`config.mk`:
```
export PLATFORM = sky130hd
export DESIGN_NAME = display_7_seg_mux
export DESIGN_NICKNAME = d
export VERILOG_FILES = /design/src/rtl/display_7_seg_mux.sv
export SDC_FILE = /design/constraint.sdc
export NUM_CORES = 1
export LEC_CHECK = 0
export ABC_CLOCK_PERIOD_IN_PS = 3100
export BUFFER_PORTS_ARGS = -buffer_cell sky130_fd_sc_hd__buf_2
export CORE_MARGIN = 1.5
export CORE_UTILIZATION = 25
export CTS_CLUSTER_SIZE = 16
export DETAILED_ROUTE_END_ITERATION = 10
export MAX_ROUTING_LAYER = met4
export PLACE_DENSITY = 0.42
export SYNTH_ARGS = -nofsm -noshare
export SYNTH_HDL_FRONTEND = slang
export SYNTH_SLANG_ARGS = --single-unit
```
`constraint.sdc`:
```
create_clock -name clk -period 3.1 [get_ports clk]
set_input_delay 0.155 -clock clk [delete_from_list [all_inputs] [get_ports clk]]
set_output_delay 0.155 -clock clk [all_outputs]
set_load 0.005 [all_outputs]
```
`src/rtl/display_7_seg_mux.sv`:
```
// Time-multiplexed common-anode 7-segment scan driver with blink, per-digit dp and hex decode.
// Optional leading-zero blanking is enabled by defining DISPLAY_7_SEG_MUX_LZB_EN.
module display_7_seg_mux #(
   parameter int NUM_DIGITS   = 4,
   parameter int REFRESH_DIV  = 100000,
   parameter int BLANK_CYCLES = 1000,
   parameter int BLINK_DIV    = 25000000
) (
   input  logic                    clk,
   input  logic                    rst_n,
   input  logic                    en,
   input  logic [4*NUM_DIGITS-1:0] digits_in,
   input  logic [NUM_DIGITS-1:0]   dp_in,
   input  logic [NUM_DIGITS-1:0]   blink_mask,
   output logic [6:0]              seg,
   output logic                    dp,
   output logic [NUM_DIGITS-1:0]   an,
   output logic                    scan_wrap
);
   localparam int POS_W   = $clog2(NUM_DIGITS);
   localparam int PRE_MAX = (REFRESH_DIV > BLANK_CYCLES) ? REFRESH_DIV : BLANK_CYCLES;
   localparam int PRE_W   = $clog2(PRE_MAX);
   localparam int BLINK_W = $clog2(BLINK_DIV);

   localparam logic [PRE_W-1:0]   SHOW_LAST  = PRE_W'(REFRESH_DIV - 1);
   localparam logic [PRE_W-1:0]   BLANK_LAST = PRE_W'(BLANK_CYCLES - 1);
   localparam logic [POS_W-1:0]   POSN_LAST  = POS_W'(NUM_DIGITS - 1);
   localparam logic [BLINK_W-1:0] BLINK_LAST = BLINK_W'(BLINK_DIV - 1);

   typedef enum logic [1:0] {IDLE, BLANK, SHOW} state_t;

   state_t                state_q, state_d;
   logic [POS_W-1:0]      posn_q, posn_d;
   logic [PRE_W-1:0]      pre_q, pre_d;
   logic [BLINK_W-1:0]    blink_cnt_q, blink_cnt_d;
   logic                  blink_phase_q, blink_phase_d;
   logic [6:0]            seg_q, seg_d;
   logic                  dp_q, dp_d;
   logic [NUM_DIGITS-1:0] an_q, an_d;
   logic                  wrap_q, wrap_d;
   logic                  hide_q, hide_d;

   logic [POS_W-1:0]      next_posn;
   logic [POS_W-1:0]      entry_posn;
   logic                  entry_hide;
   logic                  load;

   function automatic logic [6:0] decode(input logic [3:0] nib);
      case (nib)
         4'h0: decode = 7'b1000000;
         4'h1: decode = 7'b1111001;
         4'h2: decode = 7'b0100100;
         4'h3: decode = 7'b0110000;
         4'h4: decode = 7'b0011001;
         4'h5: decode = 7'b0010010;
         4'h6: decode = 7'b0000010;
         4'h7: decode = 7'b1111000;
         4'h8: decode = 7'b0000000;
         4'h9: decode = 7'b0010000;
         4'hA: decode = 7'b0001000;
         4'hB: decode = 7'b0000011;
         4'hC: decode = 7'b1000110;
         4'hD: decode = 7'b0100001;
         4'hE: decode = 7'b0000110;
         default: decode = 7'b0001110;
      endcase
   endfunction

   // Lit anode for a digit, dropped while hidden or in the off half of its blink.
   function automatic logic [NUM_DIGITS-1:0] lit_anode(input logic [POS_W-1:0] p,
                                                       input logic hide,
                                                       input logic phase,
                                                       input logic [NUM_DIGITS-1:0] mask);
      logic [NUM_DIGITS-1:0] a;
      a = '1;
      if (!hide && !(phase && mask[p]))
         a[p] = 1'b0;
      return a;
   endfunction

   assign next_posn  = (posn_q == POSN_LAST) ? '0 : posn_q + 1'b1;
   // Without a BLANK gap, a digit is entered on the same edge the previous one exits.
   assign entry_posn = (state_q == SHOW) ? next_posn : posn_q;

`ifdef DISPLAY_7_SEG_MUX_LZB_EN
   logic [NUM_DIGITS-1:0] nz;
   logic [NUM_DIGITS-1:0] upper_nz;
   genvar gi;
   for (gi = 0; gi < NUM_DIGITS; gi++) begin : g_lzb
      assign nz[gi]       = |digits_in[4*gi +: 4];
      assign upper_nz[gi] = |nz[NUM_DIGITS-1:gi];
   end
   assign entry_hide = (entry_posn != '0) && !upper_nz[entry_posn];
`else
   assign entry_hide = 1'b0;
`endif

   always_comb begin
      state_d       = state_q;
      posn_d        = posn_q;
      pre_d         = pre_q;
      seg_d         = seg_q;
      dp_d          = dp_q;
      an_d          = '1;
      wrap_d        = 1'b0;
      hide_d        = hide_q;
      load          = 1'b0;
      blink_cnt_d   = blink_cnt_q + 1'b1;
      blink_phase_d = blink_phase_q;

      if (blink_cnt_q == BLINK_LAST) begin
         blink_cnt_d   = '0;
         blink_phase_d = ~blink_phase_q;
      end

      if (!en) begin
         state_d = IDLE;
         posn_d  = '0;
         pre_d   = '0;
         seg_d   = 7'h7F;
         dp_d    = 1'b1;
      end else begin
         case (state_q)
            IDLE: begin
               pre_d = '0;
               seg_d = 7'h7F;
               dp_d  = 1'b1;
               if (BLANK_CYCLES == 0) begin
                  state_d = SHOW;
                  load    = 1'b1;
               end else begin
                  state_d = BLANK;
               end
            end
            BLANK: begin
               if (pre_q == BLANK_LAST) begin
                  state_d = SHOW;
                  pre_d   = '0;
                  load    = 1'b1;
               end else begin
                  pre_d = pre_q + 1'b1;
               end
            end
            SHOW: begin
               if (pre_q == SHOW_LAST) begin
                  pre_d  = '0;
                  posn_d = next_posn;
                  wrap_d = (posn_q == POSN_LAST);
                  if (BLANK_CYCLES == 0)
                     load = 1'b1;
                  else
                     state_d = BLANK;
               end else begin
                  pre_d = pre_q + 1'b1;
                  an_d  = lit_anode(posn_q, hide_q, blink_phase_q, blink_mask);
               end
            end
            default: begin
               state_d = IDLE;
               posn_d  = '0;
               pre_d   = '0;
            end
         endcase
      end

      if (load) begin
         seg_d  = decode(digits_in[4*entry_posn +: 4]);
         dp_d   = ~dp_in[entry_posn] | entry_hide;
         hide_d = entry_hide;
         an_d   = lit_anode(entry_posn, entry_hide, blink_phase_q, blink_mask);
      end
   end

   always_ff @(posedge clk or negedge rst_n) begin
      if (!rst_n) begin
         state_q       <= IDLE;
         posn_q        <= '0;
         pre_q         <= '0;
         blink_cnt_q   <= '0;
         blink_phase_q <= 1'b0;
         seg_q         <= 7'h7F;
         dp_q          <= 1'b1;
         an_q          <= '1;
         wrap_q        <= 1'b0;
         hide_q        <= 1'b0;
      end else begin
         state_q       <= state_d;
         posn_q        <= posn_d;
         pre_q         <= pre_d;
         blink_cnt_q   <= blink_cnt_d;
         blink_phase_q <= blink_phase_d;
         seg_q         <= seg_d;
         dp_q          <= dp_d;
         an_q          <= an_d;
         wrap_q        <= wrap_d;
         hide_q        <= hide_d;
      end
   end

   assign seg       = seg_q;
   assign dp        = dp_q;
   assign an        = an_q;
   assign scan_wrap = wrap_q;

endmodule

```
=== Yosys cells after proc, flatten, opt, wreduce, memory -nomap -nowiden ===
Memories as Yosys holds them, arrays and structs flattened.
Index checks and enable logic that the tools add are counted.

* $add $sub $neg: 3
* Magnitude comparators: 4
* Equality and inequality tests: 10
* Shifts and indexed selects: 1
* Multiplexer cells: 42
* Bitwise gates (word level): 4
* Reduce and logical (&&, ||, !) cells: 8

{| class="wikitable"
|+ Operators by type and width
! cell !! number
|-
| $mux 17 || 3
|-
| $pmux 17 s2 || 1
|-
| $add 25x1->25 const B || 1
|-
| $eq 25x25->1 const B || 1
|-
| $mux 25 || 1
|-
| $mux 4 || 6
|-
| $mux 7 || 3
|-
| $add 17x1->17 const B || 1
|-
| $eq 17x10->1 const B || 1
|-
| $eq 17x17->1 const B || 1
|-
| $shiftx 16x5->4 || 1
|-
| $mux 1 || 14
|-
| $mux 2 || 7
|-
| $not 4->4 || 2
|-
| $bmux 1 s2 || 3
|-
| $lt 2x3->1 const B || 2
|-
| $pmux 2 s3 || 1
|-
| $demux 1 s2 || 2
|-
| $eq 2x2->1 const B || 2
|-
| $ge 2x1->1 const B || 2
|-
| $logic_and 1x1->1 || 4
|-
| $pmux 2 s2 || 1
|-
| $reduce_and 2->1 || 2
|-
| $ne 3x1->1 const B || 1
|-
| 8 further kinds || 9
|}

* Bits in registers: 60
* Bits in read-only memories: 112
* Bits of input ports: 27
* Logic and storage cells: 82
* Memories: 1

{| class="wikitable"
|+ Memories
! memory !! depth !! bits a word !! read ports !! clocked after memory_dff !! wr ports !! RTL line !! RTL
|-
| (name not given) || 16 || 7 || 1 || 0 || 0 || 49 || <nowiki>case (nib)</nowiki>
|}

=== Logic depth before layout (Yosys ltp) ===
* Word-level depth: 10
* Depth in mapped cells: 12
* Depth with buffers taken out: 11

=== Worst setup path after synthesis ===
OpenSTA, ideal clock, no wires.

* Path type: flip-flop to flip-flop
* Start: register posn_q[0]
* End: register seg_q[0], in the netlist seg[0]
* Arrival time: 2675 ps
* Data required time: 3020 ps
* Path slack: 345 ps
* Stages on the path, launching flop included: 11
* Clock period less this slack: 2755 ps
* Cells stage by stage: dfrtp_1 inv_2 ha_1 mux2_4 mux4_2 mux2i_1 inv_1 ha_1 a211o_1 o211a_1 o22a_1

* Longest elaborated chain between the ends: 6

{| class="wikitable"
|+ Ends and longest elaborated chain
! item !! RTL line !! RTL
|-
| from (decl) || 33 || <nowiki>logic [POS_W-1:0] posn_q, posn_d;</nowiki>
|-
| from (signal assigned) || 188 || <nowiki>posn_q <= posn_d;</nowiki>
|-
| $add 2x1->2 / $eq 2x2->1 (equally long branches) || 81 || <nowiki>assign next_posn = (posn_q == POSN_LAST) ? '0 : posn_q + 1'b1;</nowiki>
|-
| $mux 2 || 81 ||
|-
| $mux 2 (*) || 83 || <nowiki>assign entry_posn = (state_q == SHOW) ? next_posn : posn_q;</nowiki>
|-
| $shiftx 16x5->4 (*) || 167 || <nowiki>seg_d = decode(digits_in[4*entry_posn +: 4]);</nowiki>
|-
| $mem_v2 16x7 (*) || -- ||
|-
| $mux 7 (*) || 166 || <nowiki>if (load) begin</nowiki>
|-
| to (signal assigned) || 192 || <nowiki>seg_q <= seg_d;</nowiki>
|-
| to (decl) || 37 || <nowiki>logic [6:0] seg_q, seg_d;</nowiki>
|}

Mark *: on every way between the ends. The rest lies on a longest branch, timed or not.
A chain may end at the register's enable or synchronous reset.

=== Final worst setup path ===
* Start: register state_q[0]
* End: register seg_q[0], in the netlist seg[0]

* Longest elaborated chain between the ends: 5

{| class="wikitable"
|+ Ends and longest elaborated chain
! item !! RTL line !! RTL
|-
| from (decl) || 32 || <nowiki>state_t state_q, state_d;</nowiki>
|-
| from (signal assigned) || 187 || <nowiki>state_q <= state_d;</nowiki>
|-
| $eq 2x2->1 || 83 ||
|-
| $mux 2 || 83 ||
|-
| $shiftx 16x5->4 || 167 ||
|-
| $mem_v2 16x7 || -- ||
|-
| $mux 7 || 166 ||
|}

Several ways; a longest one is shown, not always the timed one.

==> impl_metrics.tcl <==
set metrics [dict create \
    grt_pass1_vias 2725 \
    fin_ws_ns 0.251 \
    crit_type "register to register" \
    clk_pin_slew_ns 0.05 \
    core.rowCount 43 \
    synth_edf_count 0 \
    antenna_cells 0 \
    instances_no_fill 574 \
    p_int_mw 1.44 \
    worst_pin_slew_ns 0.718 \
    clock-sinks 60 \
    cts_buffer_depth 2 \
    p_comb_share_pct 6.2 \
    sw_frac_of_total_pct 22.8 \
    start_kind "register" \
    fin_total_pwr_mw 1.87 \
    drt_first_pass_iters 4 \
    hold_violations 0 \
    power.density_nw_per_um2 441 \
    drc 0 \
    grt_usage_pct 11.9 \
    yosys_register_bits 60 \
    wirelength_um 7950 \
    ant_nets 0 \
    slew_headroom_pct 52.0 \
    clock.fmax_mhz 351 \
    synth_seq_area_share_pct 43.2 \
    syn_avg_cell_area_um2 10.3 \
    die_h_um 122 \
    initial_core_util_pct 25.5 \
    status "complete, no violations" \
    switchingPower_uw 427 \
    power.leakage_nw 1.79 \
    clock_power_share_pct 51.6 \
    port_buffers 39 \
    cp_max_fo 10 \
    grt_antenna_before_repair 0 \
    postCtsSetupBuffers 0 \
    required_ns 3.35 \
    end_kind "register" \
    cts_root_buf "clkbuf_16" \
    fin_nets 432 \
    synth_cells 340 \
    hold_path.class "input port to register" \
    final.setup.tns_ns 0 \
    core_area_um2 13800 \
    grt_max_degree 42 \
    skew_ns 0.00906 \
    synth_area_leaders "dfrtp_1, dfstp_2, ha_1" \
    layout_min_cycle_time_ns 2.85 \
    yosysTopAreaCellShare_pct 34.2 \
    vias 2674 \
    cts_tree "built" \
    synth_flop_cell "dfrtp_1" \
    area_delta_synth_final_pct 20.7 \
    numCtsBuffers 9 \
    ys.warnings.count 0 \
    rsz0062_at_grt "false" \
    via_per_inst 4.66 \
    dieArea_um2 14800 \
    finalSetupViolations 0 \
    worstSkewPairLatency_ns 0.33 \
    regToRegSetupSlack_ns 0.25 \
    routedWlPerCell_um 13.8 \
    fin_hold_ws_ns 0.108 \
    ios 40 \
    synth_cell_types 58 \
    dr.first_iter.drc_count 106 \
    dp.cells 557 \
    layout_commonest_cell "dfrtp_1" \
    place.gp.congestion 0.801 \
    share_seq_of_total_power_pct 42.3 \
    slew_viol_final 0 \
    h-tree-depth 3 \
    place_ws_ns 0.271 \
    synth_area_leader_cell "dfrtp_1" \
    fin_crit_sh_pct 91.9 \
    syn_nets 383 \
    layout_common_cells "dfrtp_1, buf_2, nor2_1" \
    overflow 0 \
    grt_pass1_wl_um 13500 \
    ir_worst_vdd_uv 250 \
    dp_hpwl_um 5870 \
    arrival_ns 3.10 \
    async_flop_share_pct 100 \
    synth_area_um2 3510 \
    drv_cap 0 \
    drive_gt1_share_pct 23.1 \
    die_w_um 122 \
]
==> metal layers <==
layer | wire length [µm] | GRT usage, %
met2 | 3460 | 17.7
met1 | 3990 | 16.1
met3 | 378 | 2.26
met4 | 112 | 4.41
met5 | 0 | -
==> area by class of cell <==
cell class                      instances  area [µm²]
Timing Repair Buffer                   46         250
Multi-Input combinational cell        256        1900
Fill cell                            1430        9530
Tap cell                              180         225
Sequential cell                        60        1520
Clock buffer                           13         270
Inverter                               16        60.1
Clock inverter                          3        21.3
==> synth_stat cells (all sizes together) (2+ instances only) <==
master / instances
a21oi: 9
a22oi: 2
a2bb2oi: 4
a32oi: 2
and2: 4
and3: 8
and4: 7
buf: 5
clkbuf: 3
dfrtp: 48
dfstp: 12
ha: 16
inv: 16
mux2: 3
mux2i: 16
mux4: 6
nand2: 26
nand2b: 2
nand3: 15
nand3b: 3
nand4: 8
nor2: 36
nor2b: 4
nor3: 8
nor3b: 3
nor4: 3
nor4b: 2
o21ai: 12
o22a: 4
o31ai: 3
or3: 3
or4b: 2
xnor2: 12
xor2: 21
==> worst max-delay path: stages, from the launching register on <==
cell and delay (ns):
dfrtp_1 0.41, inv_1 0.09, ha_1 0.39, nand2b_1 0.22, mux2i_4 0.34, mux4_2 0.40, ha_1 0.26, mux2_1 0.29
o211a_1 0.20, o22a_1 0.17
==> through the flow <==
step / utilization, % / instance area (µm²)
6_report: 30.8 / 4240
2_1_floorplan: - / 3510
3_5_place_dp: 28.6 / 3940
4_1_cts: 30.8 / 4240
5_1_grt: 30.8 / 4240
3_3_place_gp: 28.6 / 3940
==> state kept, by name, summed over array words and instances, names as in the netlist <==
| signal | cells |
|---|---|
| state_q | 2 |
| seg | 7 |
| an | 4 |
| posn_q | 2 |
| blink_phase_q | 1 |
| pre_q | 17 |
| scan_wrap | 1 |
| dp | 1 |
| blink_cnt_q | 25 |
==> power groups by stage <==
stage	Combinational, mW	Sequential, mW	Clock, mW
floorplan	0.0623	0.802	0
global placement	0.118	0.802	0
detailed placement	0.117	0.802	0
CTS	0.119	0.789	0.992
global route	0.130	0.789	1.02
finish	0.116	0.790	0.963
==> worst paths after layout <==
path | start | end | cells past startpoint
setup / recovery | state_q[0] | seg[0] | 9
hold / removal | blink_mask[3] | an[3] | 3
setup reg to reg | state_q[0] | seg[0] | 9
hold reg to reg | blink_cnt_q[0] | blink_cnt_q[0] | 1
max in group asynchronous | rst_n | an[2] | 3
min in group asynchronous | rst_n | blink_cnt_q[4] | 2
==> cell families after synthesis <==
kind of cell / Yosys count / share of synthesized area, %
and+or+nand+nor: 137 / 21.3
DFF: 60 / 43.2
AOI/OAI and AO/OA: 45 / 8.87
xor gates and xnor gates: 33 / 8.23
muxes: 25 / 9.94
buffers and inverters: 24 / 2.81
adders and majority gates: 16 / 5.70
==> repair_timing <==
action / 4_1_cts / 5_1_grt
gates resized for setup: 0 / 0
hold buffers: 1 / 0
endpoints found under the hold margin: 14 / 0
No activity file was read; power rests on OpenSTA's default activity.
